`src/rtl/cop_dispatcher_if.sv`:
```
// Core <-> coprocessor-slot bundle handled by cop_dispatcher.
// The R_* and E_* operand fields go straight from the core to every cop and
// never pass through the dispatcher, so they are not part of this bundle.
interface cop_dispatcher_if #(
  parameter int NUM_COP = 2
);

  // Core side
  logic                   FLUSH;
  logic                   STALL;
  logic                   C_VALID;
  logic [16:0]            C_OPCODE;
  logic                   C_ACCEPT;
  logic                   E_ALLOW;
  logic                   E_VALID;
  logic                   E_REG_W_EN;
  logic [4:0]             E_REG_W_RD;
  logic [31:0]            E_REG_W_DATA;
  logic                   E_EXC_EN;
  logic [3:0]             E_EXC_CODE;

  // Coprocessor side, slot i at bit i or at [i*W +: W]
  logic [16:0]            CP_C_OPCODE;
  logic [NUM_COP-1:0]     CP_C_ACCEPT;
  logic [NUM_COP-1:0]     CP_E_ALLOW;
  logic [NUM_COP-1:0]     CP_E_VALID;
  logic [NUM_COP-1:0]     CP_E_REG_W_EN;
  logic [NUM_COP-1:0]     CP_E_EXC_EN;
  logic [5*NUM_COP-1:0]   CP_E_REG_W_RD;
  logic [32*NUM_COP-1:0]  CP_E_REG_W_DATA;
  logic [4*NUM_COP-1:0]   CP_E_EXC_CODE;

  // Dispatcher view
  modport slave (
    input  FLUSH, STALL, C_VALID, C_OPCODE, E_ALLOW,
           CP_C_ACCEPT, CP_E_VALID, CP_E_REG_W_EN, CP_E_EXC_EN,
           CP_E_REG_W_RD, CP_E_REG_W_DATA, CP_E_EXC_CODE,
    output C_ACCEPT, E_VALID, E_REG_W_EN, E_REG_W_RD, E_REG_W_DATA,
           E_EXC_EN, E_EXC_CODE, CP_C_OPCODE, CP_E_ALLOW
  );

  // Core plus cop-slot view, i.e. whatever surrounds the dispatcher
  modport master (
    output FLUSH, STALL, C_VALID, C_OPCODE, E_ALLOW,
           CP_C_ACCEPT, CP_E_VALID, CP_E_REG_W_EN, CP_E_EXC_EN,
           CP_E_REG_W_RD, CP_E_REG_W_DATA, CP_E_EXC_CODE,
    input  C_ACCEPT, E_VALID, E_REG_W_EN, E_REG_W_RD, E_REG_W_DATA,
           E_EXC_EN, E_EXC_CODE, CP_C_OPCODE, CP_E_ALLOW
  );

endinterface

```
`src/rtl/cop_dispatcher.sv`:
```
// Shares the core's coprocessor Check/Ready/Exec interface among NUM_COP
// slots. The Check opcode is broadcast, the lowest-index acceptor becomes the
// owner, ownership follows the instruction through Ready and Exec, only the
// owner gets exec permission, and a silent owner ends in a timeout exception.
module cop_dispatcher #(
  parameter int         NUM_COP = 2,
  parameter int         TIMEOUT = 64,
  parameter logic [3:0] EXC_TMO = 4'd2
) (
  input  logic             CLK,
  input  logic             RST,
  cop_dispatcher_if.slave  bus
);

  localparam int SEL_W = (NUM_COP > 1) ? $clog2(NUM_COP) : 1;
  localparam int CNT_W = $clog2(TIMEOUT + 1);

  typedef enum logic [1:0] {
    IDLE = 2'd0,
    RUN  = 2'd1,
    TMO  = 2'd2
  } state_t;

  state_t             r_state;
  state_t             w_nextState;
  logic               r_rVld;
  logic               r_eVld;
  logic [SEL_W-1:0]   r_rSel;
  logic [SEL_W-1:0]   r_eSel;
  logic [CNT_W-1:0]   r_cnt;
  logic [CNT_W-1:0]   w_cntNext;
  logic [SEL_W-1:0]   w_grant;
  logic               w_accept;
  logic               w_done;
  logic [NUM_COP-1:0] w_cpAllow;
  logic               w_eValid;
  logic               w_eRegWEn;
  logic [4:0]         w_eRegWRd;
  logic [31:0]        w_eRegWData;
  logic               w_eExcEn;
  logic [3:0]         w_eExcCode;

  // Lowest-index acceptor wins: scan downwards so the last hit is the lowest
  always_comb begin
    w_grant = '0;
    for (int i = NUM_COP - 1; i >= 0; i--) begin
      if (bus.CP_C_ACCEPT[i]) w_grant = SEL_W'(i);
    end
  end

  assign w_accept        = bus.C_VALID & (|bus.CP_C_ACCEPT);
  assign bus.C_ACCEPT    = w_accept;
  assign bus.CP_C_OPCODE = bus.C_OPCODE;

  // Check->Ready->Exec ownership pipeline; a finished instruction is dropped from Exec while the core stalls
  always_ff @(posedge CLK or negedge RST) begin
    if (!RST) begin
      r_rVld <= 1'b0;
      r_eVld <= 1'b0;
      r_rSel <= '0;
      r_eSel <= '0;
    end else if (bus.FLUSH) begin
      r_rVld <= 1'b0;
      r_eVld <= 1'b0;
    end else if (!bus.STALL) begin
      r_rVld <= w_accept;
      r_rSel <= w_grant;
      r_eVld <= r_rVld;
      r_eSel <= r_rSel;
    end else if (w_done) begin
      r_eVld <= 1'b0;
    end
  end

  // Exec FSM state and timeout counter registers
  always_ff @(posedge CLK or negedge RST) begin
    if (!RST) begin
      r_state <= IDLE;
      r_cnt   <= '0;
    end else begin
      r_state <= w_nextState;
      r_cnt   <= w_cntNext;
    end
  end

  // Exec FSM: grant exec to the owner, forward its result, or time it out; flush overrides everything
  always_comb begin
    w_nextState = r_state;
    w_cntNext   = r_cnt;
    w_done      = 1'b0;
    w_cpAllow   = '0;
    w_eValid    = 1'b0;
    w_eRegWEn   = 1'b0;
    w_eRegWRd   = '0;
    w_eRegWData = '0;
    w_eExcEn    = 1'b0;
    w_eExcCode  = '0;
    case (r_state)
      IDLE: begin
        if (r_eVld && bus.E_ALLOW) begin
          w_nextState = RUN;
          w_cntNext   = '0;
        end
      end
      RUN: begin
        w_cpAllow = NUM_COP'(1) << r_eSel;
        if (bus.CP_E_VALID[r_eSel]) begin
          w_eValid    = 1'b1;
          w_eRegWEn   = bus.CP_E_REG_W_EN[r_eSel];
          w_eRegWRd   = bus.CP_E_REG_W_RD[int'(r_eSel) * 5 +: 5];
          w_eRegWData = bus.CP_E_REG_W_DATA[int'(r_eSel) * 32 +: 32];
          w_eExcEn    = bus.CP_E_EXC_EN[r_eSel];
          w_eExcCode  = bus.CP_E_EXC_CODE[int'(r_eSel) * 4 +: 4];
          w_done      = 1'b1;
          w_nextState = IDLE;
          w_cntNext   = '0;
        end else if (!bus.E_ALLOW) begin
          w_nextState = IDLE;
          w_cntNext   = '0;
        end else if (r_cnt == CNT_W'(TIMEOUT - 1)) begin
          w_nextState = TMO;
        end else begin
          w_cntNext = r_cnt + 1'b1;
        end
      end
      TMO: begin
        w_eValid    = 1'b1;
        w_eExcEn    = 1'b1;
        w_eExcCode  = EXC_TMO;
        w_done      = 1'b1;
        w_nextState = IDLE;
        w_cntNext   = '0;
      end
      default: begin
        w_nextState = IDLE;
        w_cntNext   = '0;
      end
    endcase
    if (bus.FLUSH) begin
      w_nextState = IDLE;
      w_cntNext   = '0;
      w_done      = 1'b0;
      w_cpAllow   = '0;
      w_eValid    = 1'b0;
      w_eRegWEn   = 1'b0;
      w_eRegWRd   = '0;
      w_eRegWData = '0;
      w_eExcEn    = 1'b0;
      w_eExcCode  = '0;
    end
  end

  assign bus.CP_E_ALLOW   = w_cpAllow;
  assign bus.E_VALID      = w_eValid;
  assign bus.E_REG_W_EN   = w_eRegWEn;
  assign bus.E_REG_W_RD   = w_eRegWRd;
  assign bus.E_REG_W_DATA = w_eRegWData;
  assign bus.E_EXC_EN     = w_eExcEn;
  assign bus.E_EXC_CODE   = w_eExcCode;

endmodule

```
`src/flat_wrapper.sv`:
```
// flat-port wrapper written by rule: the top's interface ports become plain ports
module cop_dispatcher_flat 
#(
  parameter int         NUM_COP = 2,
  parameter int         TIMEOUT = 64,
  parameter logic [3:0] EXC_TMO = 4'd2
)
  (CLK, RST, bus_FLUSH, bus_STALL, bus_C_VALID, bus_C_OPCODE, bus_E_ALLOW, bus_CP_C_ACCEPT, bus_CP_E_VALID, bus_CP_E_REG_W_EN, bus_CP_E_EXC_EN, bus_CP_E_REG_W_RD, bus_CP_E_REG_W_DATA, bus_CP_E_EXC_CODE, bus_C_ACCEPT, bus_E_VALID, bus_E_REG_W_EN, bus_E_REG_W_RD, bus_E_REG_W_DATA, bus_E_EXC_EN, bus_E_EXC_CODE, bus_CP_C_OPCODE, bus_CP_E_ALLOW);
  cop_dispatcher_if #(.NUM_COP(NUM_COP)) bus_i ();
  input  logic CLK;
  input  logic RST;
  input wire logic [$bits(bus_i.FLUSH)-1:0] bus_FLUSH;
  input wire logic [$bits(bus_i.STALL)-1:0] bus_STALL;
  input wire logic [$bits(bus_i.C_VALID)-1:0] bus_C_VALID;
  input wire logic [$bits(bus_i.C_OPCODE)-1:0] bus_C_OPCODE;
  input wire logic [$bits(bus_i.E_ALLOW)-1:0] bus_E_ALLOW;
  input wire logic [$bits(bus_i.CP_C_ACCEPT)-1:0] bus_CP_C_ACCEPT;
  input wire logic [$bits(bus_i.CP_E_VALID)-1:0] bus_CP_E_VALID;
  input wire logic [$bits(bus_i.CP_E_REG_W_EN)-1:0] bus_CP_E_REG_W_EN;
  input wire logic [$bits(bus_i.CP_E_EXC_EN)-1:0] bus_CP_E_EXC_EN;
  input wire logic [$bits(bus_i.CP_E_REG_W_RD)-1:0] bus_CP_E_REG_W_RD;
  input wire logic [$bits(bus_i.CP_E_REG_W_DATA)-1:0] bus_CP_E_REG_W_DATA;
  input wire logic [$bits(bus_i.CP_E_EXC_CODE)-1:0] bus_CP_E_EXC_CODE;
  output wire logic [$bits(bus_i.C_ACCEPT)-1:0] bus_C_ACCEPT;
  output wire logic [$bits(bus_i.E_VALID)-1:0] bus_E_VALID;
  output wire logic [$bits(bus_i.E_REG_W_EN)-1:0] bus_E_REG_W_EN;
  output wire logic [$bits(bus_i.E_REG_W_RD)-1:0] bus_E_REG_W_RD;
  output wire logic [$bits(bus_i.E_REG_W_DATA)-1:0] bus_E_REG_W_DATA;
  output wire logic [$bits(bus_i.E_EXC_EN)-1:0] bus_E_EXC_EN;
  output wire logic [$bits(bus_i.E_EXC_CODE)-1:0] bus_E_EXC_CODE;
  output wire logic [$bits(bus_i.CP_C_OPCODE)-1:0] bus_CP_C_OPCODE;
  output wire logic [$bits(bus_i.CP_E_ALLOW)-1:0] bus_CP_E_ALLOW;
  assign bus_i.FLUSH = bus_FLUSH;
  assign bus_i.STALL = bus_STALL;
  assign bus_i.C_VALID = bus_C_VALID;
  assign bus_i.C_OPCODE = bus_C_OPCODE;
  assign bus_i.E_ALLOW = bus_E_ALLOW;
  assign bus_i.CP_C_ACCEPT = bus_CP_C_ACCEPT;
  assign bus_i.CP_E_VALID = bus_CP_E_VALID;
  assign bus_i.CP_E_REG_W_EN = bus_CP_E_REG_W_EN;
  assign bus_i.CP_E_EXC_EN = bus_CP_E_EXC_EN;
  assign bus_i.CP_E_REG_W_RD = bus_CP_E_REG_W_RD;
  assign bus_i.CP_E_REG_W_DATA = bus_CP_E_REG_W_DATA;
  assign bus_i.CP_E_EXC_CODE = bus_CP_E_EXC_CODE;
  assign bus_C_ACCEPT = bus_i.C_ACCEPT;
  assign bus_E_VALID = bus_i.E_VALID;
  assign bus_E_REG_W_EN = bus_i.E_REG_W_EN;
  assign bus_E_REG_W_RD = bus_i.E_REG_W_RD;
  assign bus_E_REG_W_DATA = bus_i.E_REG_W_DATA;
  assign bus_E_EXC_EN = bus_i.E_EXC_EN;
  assign bus_E_EXC_CODE = bus_i.E_EXC_CODE;
  assign bus_CP_C_OPCODE = bus_i.CP_C_OPCODE;
  assign bus_CP_E_ALLOW = bus_i.CP_E_ALLOW;
  cop_dispatcher #(.NUM_COP(NUM_COP), .TIMEOUT(TIMEOUT), .EXC_TMO(EXC_TMO)) u_core (.CLK(CLK), .RST(RST), .bus(bus_i));
endmodule
```
`config.mk`:
```
export PLATFORM = sky130hd
export DESIGN_NAME = cop_dispatcher_flat
export DESIGN_NICKNAME = d
export VERILOG_FILES = /design/src/rtl/cop_dispatcher_if.sv /design/src/rtl/cop_dispatcher.sv /design/src/flat_wrapper.sv
export SDC_FILE = /design/constraint.sdc
export NUM_CORES = 1
export LEC_CHECK = 0
export ABC_CLOCK_PERIOD_IN_PS = 2100
export CAP_MARGIN = 0
export CELL_PAD_IN_SITES_DETAIL_PLACEMENT = 0
export CELL_PAD_IN_SITES_GLOBAL_PLACEMENT = 2
export CORE_ASPECT_RATIO = 0.8
export CORE_MARGIN = 4
export CORE_UTILIZATION = 12
export CTS_CLUSTER_DIAMETER = 50
export CTS_CLUSTER_SIZE = 10
export DETAILED_ROUTE_END_ITERATION = 10
export PLACE_DENSITY = 0.82
export SLEW_MARGIN = 5
export SYNTH_ARGS = -nofsm -noshare
export SYNTH_HDL_FRONTEND = slang
export SYNTH_SLANG_ARGS = --single-unit
```
`constraint.sdc`:
```
create_clock -name CLK -period 2.1 [get_ports CLK]
set_input_delay 0.42 -clock CLK [delete_from_list [all_inputs] [get_ports CLK]]
set_output_delay 0.42 -clock CLK [all_outputs]
set_load 0.01 [all_outputs]
```
==> metrics.cfg <==
[final_layout]
layout_common_cells=93 x clkdlybuf4s50_1, 42 x mux2i_1, 38 x buf_2, 33 x nor2_1, 21 x buf_4
utilization=0.2775
area_growth_pct=123.9
final_nets=469
num_antenna_cells=0
fin_cells=522
final_common_cell=clkdlybuf4s50_1
drive_gt1_frac=0.3162

[timing]
max-slew-margin-rel=0.5904
fin_worst_skew_ns=0.003115
slew_violations=0
hold_viol=0
finalCriticalPeriod_ns=2.103
setup_slack_ns=-0.003433
fmax_ghz=0.4754
rsz0062_at_grt=true
setup_violations=2
finalCritPeriodShare=1.002
worst_pin_slew_ns=0.6125

[hold_path]
min_to=u_core.r_eVld$_DFFE_PN0P_
hold-path-cell-count=2
worstHoldStart=u_core.r_rVld$_DFFE_PN0P_
hold_class=reg -> reg

[die]
num_rows=36
core_sq_mm=0.01230
io_pins=177
die_w_um=134.0
dieArea_sq_mm=0.01458
die_y_um=108.8
start_util=0.1239

[synth]
synth_nets=309
synth_warnings=0
ys_types=33
synth_edf_count=0
async_flop_share=1.000
netlist_area_sq_mm=0.001524
synth_area_per_cell_sq_um=7.937
synth.ff_latch_count=13
synth_flop_cell=dfrtp_1
syn_inst=192
yosysSeqAreaShare=0.2135

[setup_path]
required_ns=1.68
cp-start-kind=register
criticalPathCategory=reg -> out
r2r_start=u_core.r_state[1]$_DFFE_PN0P_
cp-end-kind=output pin
arrival_ns=1.68
rr_worst_depth=8
r2r_slack_ns=0.28
cp_max_fo=8
r2r-end=u_core.r_cnt[5]$_DFFE_PN0P_

[detailed_routing]
met2_length_um=3358
finalWirelength_um=6709
vias_per_cell=3.684
wl_met1_um=2655
drc_errors=0
final_antenna_net_count=0
top_layer_used=met4
route.met3.wl_um=566
vias=1923
first_pass_iters=6
initialDrtViolationCount=116
wl_per_cell_um=12.85

[clock_tree]
cts_hold_buf=0
tritoncts=yes
clk_path_buf_depth=2
cts.sinks=13
clock_latency_ns=0.24
root_buffer=clkbuf_16
cts_made_buffers=3
clk_pin_slew_ns=0.04
htreeDepth=1

[placed_design]
portBuffers=142
dpl.cell_count=501
hpwl_um=5474
routabilityCongestion=0.8137

[pwr]
powerDensity_mw_per_mm2=404.9
power_leakage_uw=0.001466
ir_drop_uv=371.5

[global_routing]
grt_overflow=0
grt_start_max_net_pins=14
grt_pass1_vias=1863
grt_pass1_wl_um=9535
track_usage=0.08170
antenna_found_initial=0

[job]
max_cap_viol_count=0

[run_status]
status=finished, violations left
violations=setup timing

kinds of logic (layout without fill, tap and decap cells):
kind of cell	Yosys count	in the layout	synth area share
multiplexers	46	46	0.3054
AO/OA/AOI/OAI	28	28	0.1166
AND/OR/NAND/NOR	70	71	0.2094
buffers and inverters	31	189	0.1223
flip-flops	13	13	0.2135
adder cells (fa/ha/maj)	4	4	0.03284
critical path: stages (launching register included):
cell,delay [ns]
dfrtp_2,0.44
mux2_4,0.37
buf_12,0.15
nand2_8,0.07
buf_8,0.13
buf_6,0.12
nor2_4,0.03
buf_6,0.12
cell usage after synthesis, drive strengths merged (2+ instances only):
cell type / instances / area share
o21a: 5 / 0.025
mux2: 4 / 0.030
mux2i: 42 / 0.28
nor2b: 3 / 0.014
nand2: 8 / 0.020
nand3b: 2 / 0.0098
inv: 4 / 0.0098
ha: 4 / 0.033
dfrtp: 13 / 0.21
nand3: 2 / 0.0066
a21oi: 9 / 0.030
nor3b: 3 / 0.015
nor2: 43 / 0.11
o21ai: 7 / 0.023
a21o: 2 / 0.0098
buf: 26 / 0.11
and2: 2 / 0.0082
per-stage QoR:
| step | cell area, sq um | TNS (ns) | worst slack [ns] | hold WS [ns] | power, uW |
|---|---|---|---|---|---|
| after floorplan | 1524 | 0 | 0.2949 | 0.1244 | 586.2 |
| after CTS | 3343 | -0.3123 | -0.1191 | 0.4899 | 1381 |
| final | 3412 | -0.004613 | -0.003433 | 0.4850 | 1381 |
| after global placement | 3162 | -27.63 | -0.6719 | 0.4667 | 912.0 |
| after detailed placement | 3162 | -29.33 | -0.7239 | 0.4750 | 912.6 |
| after global routing | 3412 | -0.6305 | -0.06428 | 0.5340 | 1461 |
state kept, by name (all words and copies together), names as in the netlist:
register	cells
u_core.r_eVld	1
u_core.r_rVld	1
u_core.r_state	2
u_core.r_eSel	1
u_core.r_cnt	7
u_core.r_rSel	1
area by class of cell:
cell class | instances | area [sq um]
Clock buffer | 4 | 78.83
Fill cell | 1297 | 8885
Inverter | 4 | 15.01
Multi-Input combinational cell | 149 | 1147
Sequential cell | 13 | 326.6
Tap cell | 171 | 214.0
Timing Repair Buffer | 181 | 1630
where the power goes:
group | internal (uW) | total (uW) | switching [uW]
sequential | 262 | 274 | 11.6
combinational | 453 | 746 | 292
clock | 256 | 362 | 106
what timing repair did:
item	CTS	global route
buffers inserted	16	1
pin swaps	11	6
resized for setup	204	27
cloned	1	0
setup endpoints to repair	46	24
worst max path at each step:
stage / startpoint / to / slack (ns) / cells past startpoint
after CTS: u_core.r_state[1]$_DFFE_PN0P_ / bus_E_REG_W_DATA[0] / -0.12 / 10
after floorplan: u_core.r_state[1]$_DFFE_PN0P_ / bus_E_EXC_CODE[1] / 0.29 / 4
after global routing: u_core.r_state[1]$_DFFE_PN0P_ / bus_E_REG_W_DATA[21] / -0.06 / 9
after detailed placement: bus_FLUSH / bus_E_REG_W_DATA[15] / -0.72 / 6
after global placement: bus_FLUSH / bus_E_REG_W_DATA[26] / -0.67 / 6
final: u_core.r_eSel$_DFFE_PN0P_ / bus_E_REG_W_DATA[21] / -0.003 / 7
per-layer routing:
metal	track usage	vias up
met4	0.03157	0
met1	0.09800	850
met2	0.1446	95
met3	0.01661	11
met5	0	-
li1	-	967
(Power assumes the default switching activity.)
